==> src/rtl/seven_segment_to_decimal.sv <==
// -----------------------------------------------------------------------------
// seven_segment_to_decimal
//
// Purpose:
//   Recovers a binary number from a two-digit, active-low seven-segment bus.
//   The sampled pattern must be stable for STABLE_CYCLES consecutive matching
//   samples. Once it is, the two glyphs are decoded once. A valid pair reports
//   tens*10+ones with a one-cycle dec_valid strobe. An undecodable pair raises
//   decode_error. A fully blank bus is ignored.
//
// Ports:
//   clk                     in   1  rising-edge system clock
//   reset_n                 in   1  asynchronous active-low reset
//   seven_seg_display_ones  in   7  ones digit, active-low, bit6..0 = g..a
//   seven_seg_display_tens  in   7  tens digit, same encoding
//   dec_number              out  8  last successfully decoded value, 0..99
//   dec_valid               out  1  one-cycle pulse when dec_number updates
//   decode_error            out  1  high while last stable pattern was invalid
// -----------------------------------------------------------------------------
module seven_segment_to_decimal #(
  parameter int unsigned STABLE_CYCLES = 4
) (
  input  logic       clk,
  input  logic       reset_n,
  input  logic [6:0] seven_seg_display_ones,
  input  logic [6:0] seven_seg_display_tens,
  output logic [7:0] dec_number,
  output logic       dec_valid,
  output logic       decode_error
);

  typedef enum logic [0:0] {
    SETTLE = 1'b0,
    LOCKED = 1'b1
  } state_t;

  localparam logic [7:0]  LAST_COUNT = 8'(STABLE_CYCLES - 1);
  localparam logic [13:0] ALL_BLANK  = 14'h3FFF;
  localparam logic [6:0]  BLANK      = 7'h7F;

  // Maps one active-low glyph to {valid, value}. Only the ten exact
  // digit shapes are accepted; hex letters and partial glyphs are invalid.
  function automatic logic [4:0] decode_digit(input logic [6:0] seg);
    logic [4:0] result;
    case (seg)
      7'b1000000: result = {1'b1, 4'd0};
      7'b1111001: result = {1'b1, 4'd1};
      7'b0100100: result = {1'b1, 4'd2};
      7'b0110000: result = {1'b1, 4'd3};
      7'b0011001: result = {1'b1, 4'd4};
      7'b0010010: result = {1'b1, 4'd5};
      7'b0000010: result = {1'b1, 4'd6};
      7'b1111000: result = {1'b1, 4'd7};
      7'b0000000: result = {1'b1, 4'd8};
      7'b0010000: result = {1'b1, 4'd9};
      default:    result = {1'b0, 4'd0};
    endcase
    return result;
  endfunction

  logic [13:0] seg_q_r;
  logic [13:0] seg_prev_r;
  state_t      state_r;
  state_t      state_next_s;
  logic [7:0]  cnt_r;
  logic [7:0]  cnt_next_s;
  logic        changed_s;
  logic        report_s;

  logic [4:0]  ones_dec_s;
  logic [4:0]  tens_dec_s;
  logic        tens_blank_s;
  logic        tens_ok_s;
  logic [3:0]  tens_val_s;
  logic [7:0]  value_s;

  logic [7:0]  dec_number_r;
  logic        dec_valid_r;
  logic        decode_error_r;
  logic [7:0]  dec_number_next_s;
  logic        dec_valid_next_s;
  logic        decode_error_next_s;

  // Input sampling stage: current sample and the one before it.
  always_ff @(posedge clk or negedge reset_n) begin
    if (!reset_n) begin
      seg_q_r    <= ALL_BLANK;
      seg_prev_r <= ALL_BLANK;
    end else begin
      seg_q_r    <= {seven_seg_display_tens, seven_seg_display_ones};
      seg_prev_r <= seg_q_r;
    end
  end

  assign changed_s = (seg_q_r != seg_prev_r);

  // State and stability-counter register.
  always_ff @(posedge clk or negedge reset_n) begin
    if (!reset_n) begin
      state_r <= SETTLE;
      cnt_r   <= 8'd0;
    end else begin
      state_r <= state_next_s;
      cnt_r   <= cnt_next_s;
    end
  end

  // Next-state logic: any change restarts settling, regardless of state.
  always_comb begin
    state_next_s = state_r;
    cnt_next_s   = cnt_r;
    report_s     = 1'b0;
    if (changed_s) begin
      state_next_s = SETTLE;
      cnt_next_s   = 8'd0;
    end else begin
      case (state_r)
        SETTLE: begin
          if (cnt_r == LAST_COUNT) begin
            report_s     = 1'b1;
            state_next_s = LOCKED;
          end else begin
            cnt_next_s = cnt_r + 8'd1;
          end
        end
        LOCKED: begin
          state_next_s = LOCKED;
        end
        default: begin
          state_next_s = SETTLE;
          cnt_next_s   = 8'd0;
        end
      endcase
    end
  end

  assign ones_dec_s   = decode_digit(seg_q_r[6:0]);
  assign tens_dec_s   = decode_digit(seg_q_r[13:7]);
  assign tens_blank_s = (seg_q_r[13:7] == BLANK);
  // A blank tens digit is leading-zero suppression, so it counts as 0.
  assign tens_ok_s    = tens_dec_s[4] | tens_blank_s;
  assign tens_val_s   = tens_blank_s ? 4'd0 : tens_dec_s[3:0];
  // tens*10 as tens*8 + tens*2; at most 9*10+9 = 99, so 8 bits suffice.
  assign value_s      = ({4'd0, tens_val_s} << 3) + ({4'd0, tens_val_s} << 1)
                      + {4'd0, ones_dec_s[3:0]};

  // Output logic: decide what a report does to the registered outputs.
  always_comb begin
    dec_number_next_s   = dec_number_r;
    dec_valid_next_s    = 1'b0;
    decode_error_next_s = decode_error_r;
    if (report_s) begin
      if (seg_q_r == ALL_BLANK) begin
        // Dark display: nothing to report, outputs hold.
        dec_number_next_s   = dec_number_r;
        decode_error_next_s = decode_error_r;
      end else if (ones_dec_s[4] && tens_ok_s) begin
        dec_number_next_s   = value_s;
        dec_valid_next_s    = 1'b1;
        decode_error_next_s = 1'b0;
      end else begin
        decode_error_next_s = 1'b1;
      end
    end else begin
      dec_valid_next_s = 1'b0;
    end
  end

  // Registered outputs.
  always_ff @(posedge clk or negedge reset_n) begin
    if (!reset_n) begin
      dec_number_r   <= 8'd0;
      dec_valid_r    <= 1'b0;
      decode_error_r <= 1'b0;
    end else begin
      dec_number_r   <= dec_number_next_s;
      dec_valid_r    <= dec_valid_next_s;
      decode_error_r <= decode_error_next_s;
    end
  end

  assign dec_number   = dec_number_r;
  assign dec_valid    = dec_valid_r;
  assign decode_error = decode_error_r;

endmodule

==> config.mk <==
export PLATFORM = sky130hd
export DESIGN_NAME = seven_segment_to_decimal
export DESIGN_NICKNAME = d
export VERILOG_FILES = /design/src/rtl/seven_segment_to_decimal.sv
export SDC_FILE = /design/constraint.sdc
export NUM_CORES = 1
export LEC_CHECK = 0
export ABC_CLOCK_PERIOD_IN_PS = 8200
export CAP_MARGIN = 20
export CORE_ASPECT_RATIO = 1.4
export CORE_MARGIN = 4
export CORE_UTILIZATION = 60
export CTS_CLUSTER_DIAMETER = 200
export DETAILED_ROUTE_END_ITERATION = 16
export PLACE_DENSITY = 0.84
export SLEW_MARGIN = 20
export SYNTH_ARGS = -nofsm -noshare
export SYNTH_HDL_FRONTEND = slang
export SYNTH_SLANG_ARGS = --single-unit
==> constraint.sdc <==
create_clock -name clk -period 8.2 [get_ports clk]
set_input_delay 1.64 -clock clk [delete_from_list [all_inputs] [get_ports clk]]
set_output_delay 1.64 -clock clk [all_outputs]
set_load 0.02 [all_outputs]
==> results.yml, run 1 <==
floorplan:
  ios: 26
  floorplan.die.height_um: 82.7
  die-area_um2: 5070
  floorplan.core_area_um2: 3740
  row_count: 26
  die_w_um: 61.3
  initial_utilization_pct: 63.8
yosys:
  synth_sequential_area_ratio_pct: 50.7
  synth-async-reset-ratio_pct: 100
  yosys-top-cells-area: "sky130_fd_sc_hd__dfstp_2, sky130_fd_sc_hd__dfrtp_1, sky130_fd_sc_hd__xor2_1"
  syn_area_per_cell_um2: 12.1
  synth_area_um2: 2390
  synthesis.nets: 224
  ys_ff_latch: 47
  synth_cell_types: 44
  syn_inst: 198
  synth_edf_count: 0
  synth-main-ff-cell: "sky130_fd_sc_hd__dfstp_2"
  netlist.area_leader.share_pct: 30.8
  ys.warnings.count: 0
  synth.largest_area_cell: "sky130_fd_sc_hd__dfstp_2"
timing:
  tns_ps: 0
  timing.final.crit_share_pct: 38.9
  max-slew-margin-rel_pct: 59.0
  rsz_0062_raised_after_global_routing: "false"
  timing.final.setup_violations: 0
  worst_pin_slew_ps: 614
  finalMaxSlewViolations: 0
  finClkSkew_ps: 6.38
  fmax_mhz: 314
  timing_hold_violations_final: 0
  period_needed_ps: 3190
finish:
  layout-drive-gt1-share_pct: 22.8
  area_growth_pct: 13.9
  final_common_cell: "sky130_fd_sc_hd__dfstp_2"
  insertedDiodeCount: 0
  nets: 244
  most-common-layout-cells: "sky130_fd_sc_hd__dfstp_2, sky130_fd_sc_hd__clkdlybuf4s50_1, sky130_fd_sc_hd__xor2_1"
worst_setup_path:
  cp.required_ps: 8380
  path_class: "reg2reg"
  max_stage_delay_ps: 630
  cp-start-kind: "flip-flop"
  worstPathCellList: "nor4b_1 > a21oi_1 > o32a_1 > nor2_1 > ha_1 > ha_1 > inv_1 > fa_1 > inv_1 > a21o_1 > a21oi_1 > xnor2_1 > mux2_4"
  crit_path_max_fo: 8
  timing.critical_path.to_type: "flip-flop"
  timing.critical_path.slowest_stage_cell: "sky130_fd_sc_hd__dfstp_2"
  arrival_ps: 3370
cts:
  clk_pin_slew_ps: 90
  cts-root-to-sink-buffers: 2
  cts_inserted_buffers: 5
  clkSinkCount: 47
  clock-root-buffer: "sky130_fd_sc_hd__clkbuf_8"
  clock_latency_at_the_later_pin_of_the_worst_skew_pair_ps: 300
  cts_setup_buffers: 0
  cts-hold-fix-buffers: 0
  cts.htree.levels: 2
  clock_tree_from_tritoncts: "built"
  post_cts_repair_resize_count: 0
drt:
  drt-vias-per-instance: 5.92
  avgRoutedWirePerCell_um: 16.5
  drt_pre_antenna_iters: 4
  drt_wirelength_um: 4310
  dr.first_iter.drc_count: 64
  post_route_drc: 0
  drtAntennaViolNets: 0
  dr_total_vias: 1546
place:
  gp_congestion: 0.844
  port-buffer-count: 25
  dp_hpwl_um: 3230
grt:
  grt_max_degree: 48
  grt_overflow: 0
  groute.usage.overall_pct: 20.1
  grt_antenna_before_repair: 0
  wire_length_of_the_first_global_routing_pass_um: 7510
  grt_pass1_vias: 1683
power_and_ir_drop:
  vdd_drop_max_v: 0.000149
  design_power_uw: 445
  power.density_cell_area_nw_per_um2: 163
  cellLeakagePower_uw: 0.00116
run:
  max-cap-violations: 0
run_status:
  status: "finished, final reports clean"
min_path:
  hold_class: "reg2reg"
per-layer routing:
metal	routed length (um)	vias up	GRT usage (%)
met5	0	-	0
met4	114	0	8.46
met3	195	13	4.67
met2	2380	48	36.8
met1	1630	762	21.4
li1	-	723	-
sequential cells by signal, indices dropped and copies added, names as in the netlist:
signal and cells:
cnt_r 8, seg_q_r 14, decode_error 1, seg_prev_r 14
state_r 1, dec_number 8, dec_valid 1
report_power, final:
part / switching (uW) / leakage [uW] / total [uW] / internal, uW
Sequential: 11.1 / 0.000560 / 256 / 245
Clock: 76.3 / 0.0000530 / 156 / 79.5
Combinational: 17.4 / 0.000545 / 32.9 / 15.5
Total: 105 / 0.00116 / 445 / 340
final timing paths:
kind,to,slack [ps],start,cells after the start
min in group asynchronous,dec_number[7]$_DFFE_PN0P_,1330,reset_n,1
setup reg to reg,dec_number[6]$_DFFE_PN0P_,5010,seg_q_r[9]$_DFF_PN1_,13
setup / recovery,dec_number[6]$_DFFE_PN0P_,5010,seg_q_r[9]$_DFF_PN1_,13
max in group asynchronous,seg_q_r[6]$_DFF_PN1_,6490,reset_n,1
hold / removal,seg_prev_r[5]$_DFF_PN1_,430,seg_q_r[5]$_DFF_PN1_,0
hold reg to reg,seg_prev_r[5]$_DFF_PN1_,430,seg_q_r[5]$_DFF_PN1_,0
area by class of cell:
class | count | area, um2
clock buffers | 6 | 93.8
fillers | 254 | 1020
well taps | 42 | 52.6
repair buffers | 25 | 248
clock inverters | 2 | 16.3
inverters | 8 | 30.0
multi-input cells | 131 | 1070
flip-flops and latches | 47 | 1210
critical path: cells and delay by family, from the launching register on:
family | cells | cell delay, ps
compound gates | 4 | 710
simple gates | 2 | 570
buf+inv | 2 | 120
fa+ha+maj | 3 | 690
mux | 1 | 260
flops | 1 | 630
xor+xnor | 1 | 90
logic make-up after synthesis:
logic type                 synth area share, %
xor gates and xnor gates                  10.2
buffers and inverters                     4.56
muxes                                     5.03
AOI/OAI and AO/OA                         6.23
adders and majority gates                 5.87
DFF                                       50.7
and+or+nand+nor                           17.4
metrics by stage:
stage / instances / worst slack (ps) / hold slack, ps / area, um2 / utilization, %
after floorplan: 198 / 5190 / 352 / 2390 / -
after global placement: 253 / 5250 / 404 / 2610 / 69.7
after detailed placement: 253 / 5070 / 414 / 2610 / 69.7
after CTS: 261 / 5050 / 427 / 2720 / 72.6
after global routing: 261 / 4840 / 436 / 2720 / 72.7
final: 261 / 5010 / 428 / 2720 / 72.7
synth_stat cells (6+ instances only):
library cell / n
sky130_fd_sc_hd__xor2_1: 20
sky130_fd_sc_hd__dfstp_2: 28
sky130_fd_sc_hd__a21oi_1: 6
sky130_fd_sc_hd__ha_1: 8
sky130_fd_sc_hd__nand3_1: 8
sky130_fd_sc_hd__nand2_1: 6
sky130_fd_sc_hd__inv_1: 8
sky130_fd_sc_hd__xnor2_1: 6
sky130_fd_sc_hd__mux2_4: 6
sky130_fd_sc_hd__nor2_1: 18
sky130_fd_sc_hd__dfrtp_1: 19
Power figures use the tool's default switching activity.
==> run 2: changes to the inputs <==
- ABC_CLOCK_PERIOD_IN_PS: 8200 -> 3220
- CORE_UTILIZATION: 60 -> 56
- PLACE_DENSITY: 0.84 -> 0.79
- clock period: 8.2 -> 3.22 ns (I/O delays scaled with it)
==> run 2 against run 1 <==
Sequential cell count unchanged; sequential power rose to 2.6 times the previous value; wire length up 2.4%; sequential share of layout area down 0.94 points; utilization down 3.6 points; register-to-register slack worse by 4900 ps; combinational power rose to 2.6 times the previous value; clock power rose to 3.0 times the previous value; worst setup slack worse by 4900 ps; clock skew down 0.63 ps; clock-buffer cell count unchanged.
==> results.yml, run 2 (synthesized netlist as in run 1, its figures left out) <==
timing:
  tns_ps: 0
  timing_hold_violations_final: 0
  timing.final.crit_share_pct: 97.1
  period_needed_ps: 3130
  timing.final.setup_violations: 0
  fmax_mhz: 320
  finClkSkew_ps: 5.74
  finalMaxSlewViolations: 0
  worst_pin_slew_ps: 619
  rsz_0062_raised_after_global_routing: "false"
  max-slew-margin-rel_pct: 57.7
finish:
  multi_input_comb_area_um2: 1080
  area_growth_pct: 16.3
  layout.filler_cells: 297
  final_common_cell: "sky130_fd_sc_hd__dfstp_2"
  insertedDiodeCount: 0
  nets: 247
  seq_area_um2: 1210
  reg.largest.list: "seg_prev_r: 14 flops, seg_q_r: 14 flops"
  layout-drive-gt1-share_pct: 25.2
  most-common-layout-cells: "sky130_fd_sc_hd__dfstp_2, sky130_fd_sc_hd__clkdlybuf4s50_1, sky130_fd_sc_hd__xor2_1"
drt:
  avgRoutedWirePerCell_um: 16.7
  post_route_drc: 0
  dr_total_vias: 1573
  drtAntennaViolNets: 0
  dr.first_iter.drc_count: 55
  drt_pre_antenna_iters: 4
  drt_wirelength_um: 4420
  drt-vias-per-instance: 5.94
floorplan:
  floorplan.core_area_um2: 4020
  die_w_um: 63.2
  row_count: 27
  die-area_um2: 5390
  floorplan.die.height_um: 85.3
  ios: 26
  initial_utilization_pct: 59.4
power_and_ir_drop:
  power.density_cell_area_nw_per_um2: 435
  comb_power_share_pct: 7.0
  p_sw_share_pct: 22.0
  power_report.internal_total_uw: 942
  power.sequential.fraction_pct: 54.0
  vdd_drop_max_v: 0.000328
  cellLeakagePower_uw: 0.00119
  clock_power_share_pct: 39.0
  design_power_uw: 1210
  switching_power_uw: 266
cts:
  clock-root-buffer: "sky130_fd_sc_hd__clkbuf_8"
  cts.htree.levels: 2
  cts-root-to-sink-buffers: 2
  clock_latency_at_the_later_pin_of_the_worst_skew_pair_ps: 300
  clock_tree_from_tritoncts: "built"
  clkSinkCount: 47
  clk_pin_slew_ps: 80
  cts_inserted_buffers: 5
run_status:
  status: "finished, final reports clean"
grt:
  groute.usage.overall_pct: 18.5
  grt_pass1_vias: 1635
  grt_overflow: 0
  grt_max_degree: 48
  wire_length_of_the_first_global_routing_pass_um: 7800
  grt_antenna_before_repair: 0
worst_setup_path:
  crit_path_max_fo: 8
  arrival_ps: 3320
  cp.required_ps: 3410
  path_class: "reg2reg"
  rr_worst_depth: 13
  worstPathCellList: "nor4b_2 > a21oi_1 > o32a_1 > nor2_1 > ha_1 > ha_1 > inv_1 > fa_1 > inv_1 > a21o_1 > a21oi_1 > xnor2_1 > mux2_4"
  timing.critical_path.slowest_stage_cell: "sky130_fd_sc_hd__dfstp_2"
  cp-start-kind: "flip-flop"
  max_stage_delay_ps: 640
  timing.critical_path.to_type: "flip-flop"
  regToRegSetupSlack_ps: 90
place:
  dp_hpwl_um: 3180
  port-buffer-count: 25
  gp_congestion: 0.869
run:
  max-cap-violations: 0
min_path:
  hold_class: "in2async"
run 2: cell count changes in the layout (fill, tap and decap cells not counted), sizes merged:
cell / change
buf: +3
bufinv: +1
clkinvlp: -1
run 2: routing by layer:
layer	vias up	track usage (%)	wire length, um
li1	728	-	-
met1	775	21.8	1760
met2	55	31.2	2320
met3	15	4.37	196
met4	0	9.63	136
met5	-	0	0
run 2: worst paths after layout:
kind | startpoint | end
setup / recovery | seg_q_r[9]$_DFF_PN1_ | dec_number[6]$_DFFE_PN0P_
hold / removal | reset_n | dec_number[7]$_DFFE_PN0P_
setup reg to reg | seg_q_r[9]$_DFF_PN1_ | dec_number[6]$_DFFE_PN0P_
hold reg to reg | seg_q_r[0]$_DFF_PN1_ | seg_prev_r[0]$_DFF_PN1_
max in group asynchronous | reset_n | seg_prev_r[5]$_DFF_PN1_
min in group clk | seg_q_r[0]$_DFF_PN1_ | seg_prev_r[0]$_DFF_PN1_
run 2: layout make-up:
type	count	share of cell area, %
clock inverters	2	1.31
multi-input cells	131	39.0
inverters	8	1.08
clock buffers	6	3.38
repair buffers	28	9.73
flip-flops and latches	47	43.6
well taps	43	1.94
run 2: worst max-delay path, delay by kind of cell, from the launching register on:
| family | cells | cell delay (ps) |
|---|---|---|
| AO/OA/AOI/OAI | 4 | 720 |
| adder cells (fa/ha/maj) | 3 | 690 |
| flip-flops | 1 | 640 |
| AND/OR/NAND/NOR | 2 | 480 |
| multiplexers | 1 | 260 |
| buffers and inverters | 2 | 120 |
| XOR/XNOR | 1 | 100 |
run 2: per-stage QoR:
step | util [%] | instance area (um2) | setup WS (ps) | hold WS (ps) | cells
2_1_floorplan | - | 2390 | 213 | 348 | 198
3_3_place_gp | 65.3 | 2620 | 265 | 407 | 256
3_5_place_dp | 65.3 | 2620 | 138 | 412 | 256
4_1_cts | 68.5 | 2750 | 57.5 | 425 | 264
5_1_grt | 69.1 | 2780 | 1.41 | 370 | 265
6_report | 69.1 | 2780 | 92.0 | 327 | 265
run 2: power by group through the flow:
| stage | Clock (uW) | Combinational, uW | Sequential (uW) |
|---|---|---|---|
| finish | 471 | 84.5 | 653 |
| global route | 514 | 94.0 | 657 |
| CTS | 485 | 84.5 | 651 |
| detailed placement | 0 | 83.7 | 661 |
| global placement | 0 | 79.1 | 658 |
| floorplan | 0 | 67.3 | 641 |
run 2: repair_timing:
action                                  in CTS  in global routing
resized for setup                            0                  3
endpoints found under the setup margin       0                  2
setup buffers                                0                  1
endpoints found under the hold margin        0                  0
hold buffers                                 0                  0
